**src/rtl/serial_subtractor.sv**
```systemverilog
// Bit-serial subtractor: computes a - b - bin one bit per clock, LSB first,
// with a registered borrow and a start/busy/done handshake.
module serial_subtractor #(
  parameter int WIDTH = 8
) (
  input  logic             clk,
  input  logic             rst_n,
  input  logic             start,
  input  logic [WIDTH-1:0] a,
  input  logic [WIDTH-1:0] b,
  input  logic             bin,
  output logic             busy,
  output logic             done,
  output logic [WIDTH-1:0] diff,
  output logic             bout
);

  localparam int CW = (WIDTH > 2) ? $clog2(WIDTH) : 1;
  localparam logic [CW-1:0] LAST_BIT = CW'(WIDTH - 1);

  localparam logic [1:0] S_IDLE = 2'd0;
  localparam logic [1:0] S_RUN  = 2'd1;
  localparam logic [1:0] S_DONE = 2'd2;

  logic [1:0]       state_q, state_d;
  logic [WIDTH-1:0] aSh_q, aSh_d;
  logic [WIDTH-1:0] bSh_q, bSh_d;
  logic [WIDTH-1:0] res_q, res_d;
  logic             br_q, br_d;
  logic [CW-1:0]    cnt_q, cnt_d;
  logic [WIDTH-1:0] diff_q, diff_d;
  logic             bout_q, bout_d;

  logic             a0, b0;
  logic             dBit;
  logic             brNxt;
  logic [WIDTH-1:0] resShifted;

  // One full-subtractor cell applied to the current LSBs and the held borrow.
  assign a0         = aSh_q[0];
  assign b0         = bSh_q[0];
  assign dBit       = a0 ^ b0 ^ br_q;
  assign brNxt      = (~a0 & b0) | (~(a0 ^ b0) & br_q);
  assign resShifted = {dBit, res_q[WIDTH-1:1]};

  always_comb begin
    state_d = state_q;
    aSh_d   = aSh_q;
    bSh_d   = bSh_q;
    res_d   = res_q;
    br_d    = br_q;
    cnt_d   = cnt_q;
    diff_d  = diff_q;
    bout_d  = bout_q;

    case (state_q)
      S_IDLE, S_DONE: begin
        // DONE accepts a new start directly so back-to-back ops lose no cycle.
        if (start) begin
          state_d = S_RUN;
          aSh_d   = a;
          bSh_d   = b;
          br_d    = bin;
          cnt_d   = '0;
        end else begin
          state_d = S_IDLE;
        end
      end

      S_RUN: begin
        aSh_d = aSh_q >> 1;
        bSh_d = bSh_q >> 1;
        res_d = resShifted;
        br_d  = brNxt;
        cnt_d = cnt_q + CW'(1);
        if (cnt_q == LAST_BIT) begin
          state_d = S_DONE;
          diff_d  = resShifted;
          bout_d  = brNxt;
          cnt_d   = '0;
        end
      end

      default: begin
        state_d = S_IDLE;
      end
    endcase
  end

  always_ff @(posedge clk or negedge rst_n) begin
    if (!rst_n) begin
      state_q <= S_IDLE;
      aSh_q   <= '0;
      bSh_q   <= '0;
      res_q   <= '0;
      br_q    <= 1'b0;
      cnt_q   <= '0;
      diff_q  <= '0;
      bout_q  <= 1'b0;
    end else begin
      state_q <= state_d;
      aSh_q   <= aSh_d;
      bSh_q   <= bSh_d;
      res_q   <= res_d;
      br_q    <= br_d;
      cnt_q   <= cnt_d;
      diff_q  <= diff_d;
      bout_q  <= bout_d;
    end
  end

  // Handshake outputs are pure state decodes, so start has no path to them.
  assign busy = (state_q == S_RUN);
  assign done = (state_q == S_DONE);
  assign diff = diff_q;
  assign bout = bout_q;

endmodule

```
**config.mk**
```make
export PLATFORM = sky130hd
export DESIGN_NAME = serial_subtractor
export DESIGN_NICKNAME = d
export VERILOG_FILES = /design/src/rtl/serial_subtractor.sv
export SDC_FILE = /design/constraint.sdc
export NUM_CORES = 1
export LEC_CHECK = 0
export BUFFER_PORTS_ARGS = -buffer_cell sky130_fd_sc_hd__buf_4
export CAP_MARGIN = 20
export CORE_UTILIZATION = 58
export CTS_BUF_LIST = sky130_fd_sc_hd__clkbuf_4 sky130_fd_sc_hd__clkbuf_8
export DETAILED_ROUTE_END_ITERATION = 8
export PLACE_DENSITY = 0.83
export SLEW_MARGIN = 20
export SYNTH_ARGS = -nofsm -noshare
export SYNTH_HDL_FRONTEND = slang
export SYNTH_SLANG_ARGS = --single-unit
```
**constraint.sdc**
```tcl
create_clock -name clk -period 2.3 [get_ports clk]
set_clock_uncertainty 0.2 [all_clocks]
set_input_delay 0.115 -clock clk [delete_from_list [all_inputs] [get_ports clk]]
set_output_delay 0.115 -clock clk [all_outputs]
set_load 0.1 [all_outputs]
```
==> impl_metrics.csv, run 1 <==
group,metric,value,unit
synthesis,synth_cells,153,
layout,nets,223,
floorplanning,dieArea,3480,µm²
routing,vias,1347,
routing,vias_per_cell,5.50,
timing,worst_pin_slew,0.458,ns
cts,cts.clk_slew.worst_paths,0.12,ns
timing,max_slew_margin,69.5,%
cts,cts.path.max_buffers,2,
cts,cts_sinks,38,
global_route,grt_overflow_total,0,
synthesis,synth_fp_nets,176,
timing,setup_viol_count_final,0,
timing,finalCritPeriodShare,82.5,%
floorplanning,initial_core_util,61.3,%
power_and_ir_drop,p_leak,1.05,nW
setup_path,arrival,1.58,ns
global_route,grt_pass1_wl,6120,µm
routing,drtIter0Drc,33,
synthesis,synth_edf_count,0,
setup_path,r2r-start,"cnt_q[0]$_DFFE_PN0P_",
global_route,grt_antenna_before_repair,0,
setup_path,path_class,"reg2out",
floorplanning,core_area,3080,µm²
floorplanning,ios,31,
setup_path,critPathCaptureType,"output pin",
layout,stdcell_area,2370,µm²
layout,num_antenna_cells,0,
cts,cts_max_level,2,
cts,cts_tree,"built",
power_and_ir_drop,power_density,1510,nW/µm²
layout,layout_commonest_cell,"dfrtp_1",
timing,hold_viol,0,
global_route,grt_pass1_vias,1341,
placement,dpl.hpwl,2440,µm
layout,final_cell_mix,"38 x dfrtp_1, 34 x buf_4, 18 x dlygate4sd3_1, 16 x mux2i_1",
synthesis,syn-cell-area,1890,µm²
placement,numPortBuffers,30,
layout,layout-drive-gt1-share,30.8,%
synthesis,async_flop_share,100,%
global_route,track_usage,24.6,%
placement,gp_congestion,0.738,
floorplanning,die_h,59.0,µm
placement,placed_cells,219,
min_path,hp-class,"in2async",
timing,fmax,527,MHz
layout,finalNonFillerCells,245,
timing,finalCriticalPeriod,1.90,ns
run_status,status,"complete, no violations",
synthesis,synth.distinct_cells,22,
cts,cts_resized,0,
timing,rsz0062_at_grt,"no",
global_route,grt_max_degree,39,
setup_path,worst_setup_path_start_kind,"flip-flop",
routing,wl_per_cell,15.4,µm
flow_run,maxCapViolations,0,
timing,setup_tns,0,ns
setup_path,worstPathRequired,1.99,ns
power_and_ir_drop,power,3.59,mW
layout,final_util,77.1,%
floorplanning,rows,20,
synthesis,synth_seq_area_share,50.4,%
synthesis,ys_ff_latch,38,
synthesis,synth_flop_cell,"dfrtp_1",
placement,placed_area,2110,µm²
setup_path,path_max_fanout,11,
cts,clk_latency,0.34,ns
routing,first_pass_iters,4,
routing,wirelength,3770,µm
cts,clock-root-buffer,"clkbuf_4",
setup_path,startpoint,"state_q[1]$_DFFE_PN0P_",
cts,cts_buffers,5,
layout,area_growth,25.8,%
synthesis,yosysWarnings,0,
routing,detail-route-antenna-nets,0,
routing,route.detailed.drc,0,
timing,slew_violations,0,
synthesis,avgSynthCellArea,12.3,µm²
floorplanning,die_x,59.0,µm
power_and_ir_drop,ir_drop,0.935,mV
Yosys cell counts, drive strengths merged, types with 2 or more instances:
cell | count | area share (%)
a22o | 3 | 1.4
a21oi | 15 | 4.0
nor2 | 2 | 0.40
ha | 2 | 1.3
mux2 | 17 | 12
o21ai | 4 | 1.1
a211oi | 15 | 6.0
inv | 4 | 0.80
nand2b | 2 | 1.1
dfrtp | 38 | 50
nand3 | 3 | 0.80
nor2b | 16 | 5.3
mux2i | 16 | 8.5
buf | 12 | 4.7
logic make-up (layout without fill, tap and decap cells):
group | Yosys count | count (layout) | synth area share [%]
compound gates | 38 | 38 | 12.8
fa+ha+maj | 3 | 3 | 2.39
buf+inv | 16 | 64 | 5.51
flops | 38 | 38 | 50.4
mux | 33 | 33 | 20.0
simple gates | 25 | 25 | 8.83
report_power, final:
part	total (mW)	leakage, nW	internal [mW]	switching (mW)
Sequential	1.23	0.452	0.996	0.235
Clock	0.458	0.0374	0.228	0.230
Combinational	1.90	0.560	0.707	1.19
Total	3.59	1.05	1.93	1.65
worst max-delay path, stage by stage (launching register included):
cell and delay [ns]:
dfrtp_1 0.46, buf_4 0.21, nand2b_4 0.21, inv_1 0.08
buf_4 0.28
cell type report:
type / count / area [µm²]
flip-flops and latches: 38 / 951
multi-input cells: 99 / 833
fillers: 213 / 706
repair buffers: 52 / 435
well taps: 44 / 55.1
clock inverters: 3 / 45.0
clock buffers: 5 / 37.5
inverters: 4 / 15.0
sequential cells by signal, summed over array words and instances (netlist names):
name,count
state_q,2
bSh_q,8
bout,1
diff,8
cnt_q,3
res_q,7
br_q,1
aSh_q,8
metrics by stage:
stage / setup slack (ns) / hold WS, ns
after floorplan: 0.514 / -0.381
after global placement: 0.629 / -0.104
after detailed placement: 0.576 / -0.0975
after CTS: 0.397 / 0.0633
after global routing: 0.315 / 0.0904
final: 0.402 / 0.0542
what timing repair did:
item,CTS,global route
hold buffers,18,0
hold endpoints to repair,55,0
setup buffers,0,0
setup endpoints to repair,0,0
final timing paths:
| check | slack [ns] | to | cells after the start |
|---|---|---|---|
| min in group clk | 0.11 | aSh_q[7]$_DFFE_PN0P_ | 3 |
| min | 0.05 | bSh_q[1]$_DFFE_PN0P_ | 2 |
| min reg2reg | 0.31 | bout$_DFFE_PN0P_ | 2 |
| max | 0.40 | busy | 4 |
| max in group asynchronous | 1.52 | diff[4]$_DFFE_PN0P_ | 2 |
| max reg2reg | 0.54 | diff[0]$_DFFE_PN0P_ | 4 |
metal layers:
metal | vias to the layer above | track usage (%) | share of wire (%)
met4 | 0 | 12.9 | 3.3
li1 | 639 | - | -
met1 | 662 | 29.6 | 43
met2 | 31 | 40.9 | 51
met3 | 15 | 5.90 | 2.7
met5 | - | 0 | 0
Note: power is estimated with default switching activity, not from simulation.
==> run 2: changes to the inputs <==
==> constraint.sdc (replaced) <==
create_clock -name clk -period 1.75 [get_ports clk]
set_clock_uncertainty 0.2 [all_clocks]
set_input_delay 0.0875 -clock clk [delete_from_list [all_inputs] [get_ports clk]]
set_output_delay 0.0875 -clock clk [all_outputs]
set_load 0.1 [all_outputs]
==> run 2 against run 1 <==
  * Wire length grew 3.6%
  * Clock power grew 65%
  * Combinational power grew 31%
  * Setup slack lost 0.34 ns
  * Clock-buffer cell count is the same
  * Critical path type unchanged
==> impl_metrics.csv, run 2 (synthesis gave the netlist of run 1 again) <==
group,metric,value,unit
cts,cts.clk_slew.worst_paths,0.13,ns
power_and_ir_drop,internal-power,2.70,mW
layout,nets,224,
flow_run,maxCapViolations,0,
floorplanning,core_area,3080,µm²
power_and_ir_drop,p_sw_share,44.8,%
cts,cts.path.max_buffers,2,
timing,finalCriticalPeriod,1.69,ns
power_and_ir_drop,power_density,2010,nW/µm²
global_route,grt_max_degree,39,
setup_path,worst_setup_path_start_kind,"flip-flop",
routing,vias_per_cell,5.43,
routing,wirelength,3900,µm
setup_path,rrSetupSlack,0.07,ns
power_and_ir_drop,ir_drop,1.21,mV
setup_path,ff2ff_path_depth,4,
floorplanning,rows,20,
timing,hold_viol,0,
placement,numPortBuffers,30,
power_and_ir_drop,p_leak,1.07,nW
cts,clock-root-buffer,"clkbuf_4",
setup_path,path_class,"reg2out",
power_and_ir_drop,power_frac_clock,15.5,%
floorplanning,die_h,59.0,µm
cts,post_cts_buffers,0,
global_route,grtUsageMet3,6.33,%
layout,layout-drive-gt1-share,32.2,%
placement,gp_congestion,0.813,
floorplanning,die_x,59.0,µm
global_route,grt_overflow_total,0,
global_route,grt_pass1_vias,1404,
timing,slew_violations,0,
global_route,busiest_layer,"met2",
setup_path,r2r-end,"diff[7]$_DFFE_PN0P_",
global_route,met2_usage,44.3,%
timing,rsz0062_at_grt,"no",
setup_path,arrival,1.40,ns
floorplanning,initial_core_util,61.3,%
timing,hold_ws,0.0179,ns
run_status,status,"complete, no violations",
cts,clk_latency,0.36,ns
routing,first_pass_iters,4,
routing,wl_per_cell,15.9,µm
layout,num_antenna_cells,0,
global_route,track_usage,26.1,%
timing,setup_viol_count_final,0,
routing,vias,1337,
power_and_ir_drop,seqPwrFrac,33.6,%
floorplanning,ios,31,
layout,area_growth,29.0,%
setup_path,path_max_fanout,23,
floorplanning,dieArea,3480,µm²
setup_path,critPathCaptureType,"output pin",
setup_path,worstPathRequired,1.46,ns
cts,cts_buffers,5,
min_path,hp-class,"in2async",
layout,n_fill_cell,187,
cts,cts_max_level,2,
layout,final_cell_mix,"37 x dfrtp_1, 31 x buf_4, 19 x dlygate4sd3_1, 16 x mux2i_1",
power_and_ir_drop,power_frac_comb,50.9,%
timing,max_slew_margin,69.0,%
global_route,gr-usage-met1,32.8,%
timing,finalCritPeriodShare,96.6,%
global_route,grt_pass1_wl,6600,µm
routing,route.detailed.drc,0,
cts,cts_sinks,38,
timing,worst_pin_slew,0.466,ns
timing,fmax,591,MHz
placement,dpl.hpwl,2390,µm
layout,layout_commonest_cell,"dfrtp_1",
global_route,grt_antenna_before_repair,0,
setup_path,r2r-start,"cnt_q[0]$_DFFE_PN0P_",
timing,setup_tns,0,ns
cts,cts_tree,"built",
routing,drtIter0Drc,41,
power_and_ir_drop,switchingPower,2.19,mW
routing,detail-route-antenna-nets,0,
## run 2: area by class of cell
type	count	area [µm²]	area share, %
clock buffer	5	37.5	1.54
clock inverter	3	68.8	2.83
inverter	4	15.0	0.617
multi-input combinational	99	843	34.7
sequential	38	952	39.1
tap	44	55.1	2.26
timing repair buffer	53	460	18.9
## run 2: worst max path at each step
stage                                endpoint  cells after the start              startpoint
final                                    done                      3  state_q[0]$_DFFE_PN0P_
after global routing                     done                      3  state_q[0]$_DFFE_PN0P_
after CTS                                done                      3  state_q[0]$_DFFE_PN0P_
after detailed placement  diff[0]$_DFFE_PN0P_                      4    cnt_q[0]$_DFFE_PN0P_
after global placement    diff[0]$_DFFE_PN0P_                      4    cnt_q[0]$_DFFE_PN0P_
after floorplan           diff[1]$_DFFE_PN0P_                      5    cnt_q[0]$_DFFE_PN0P_
## run 2: layer usage
layer	vias up	share of wire, %
met5	-	0
met1	672	43
met4	0	1.0
met3	4	2.8
met2	21	53
li1	640	-
## run 2: power groups by stage
| stage | Clock [mW] | Sequential (mW) | Combinational, mW |
|---|---|---|---|
| finish | 0.756 | 1.64 | 2.49 |
| global route | 0.799 | 1.69 | 2.65 |
| global placement | 0 | 1.61 | 2.34 |
| detailed placement | 0 | 1.64 | 2.42 |
| floorplan | 0 | 2.32 | 1.25 |
| CTS | 0.770 | 1.64 | 2.47 |
## run 2: through the flow
stage               cells  utilization (%)  total power, mW  instance area [µm²]  worst slack, ns
floorplan             153                -             3.57                 1890           0.0942
global placement      219             68.7             3.95                 2110           0.0763
detailed placement    219             68.7             4.07                 2110           0.0102
CTS                   246             78.5             4.87                 2420          0.00559
global route          246             79.0             5.14                 2430          0.00733
finish                246             79.0             4.89                 2430           0.0594
## run 2: timing repair
action,CTS,global route
resized for setup,2,5
hold buffers,19,0
hold endpoints to repair,56,0
endpoints found under the setup margin,2,4
## run 2: critical path: stages (launching register included)
cell and delay, ns:
dfrtp_2 0.48, buf_4 0.23, nor2b_4 0.13, buf_8 0.20
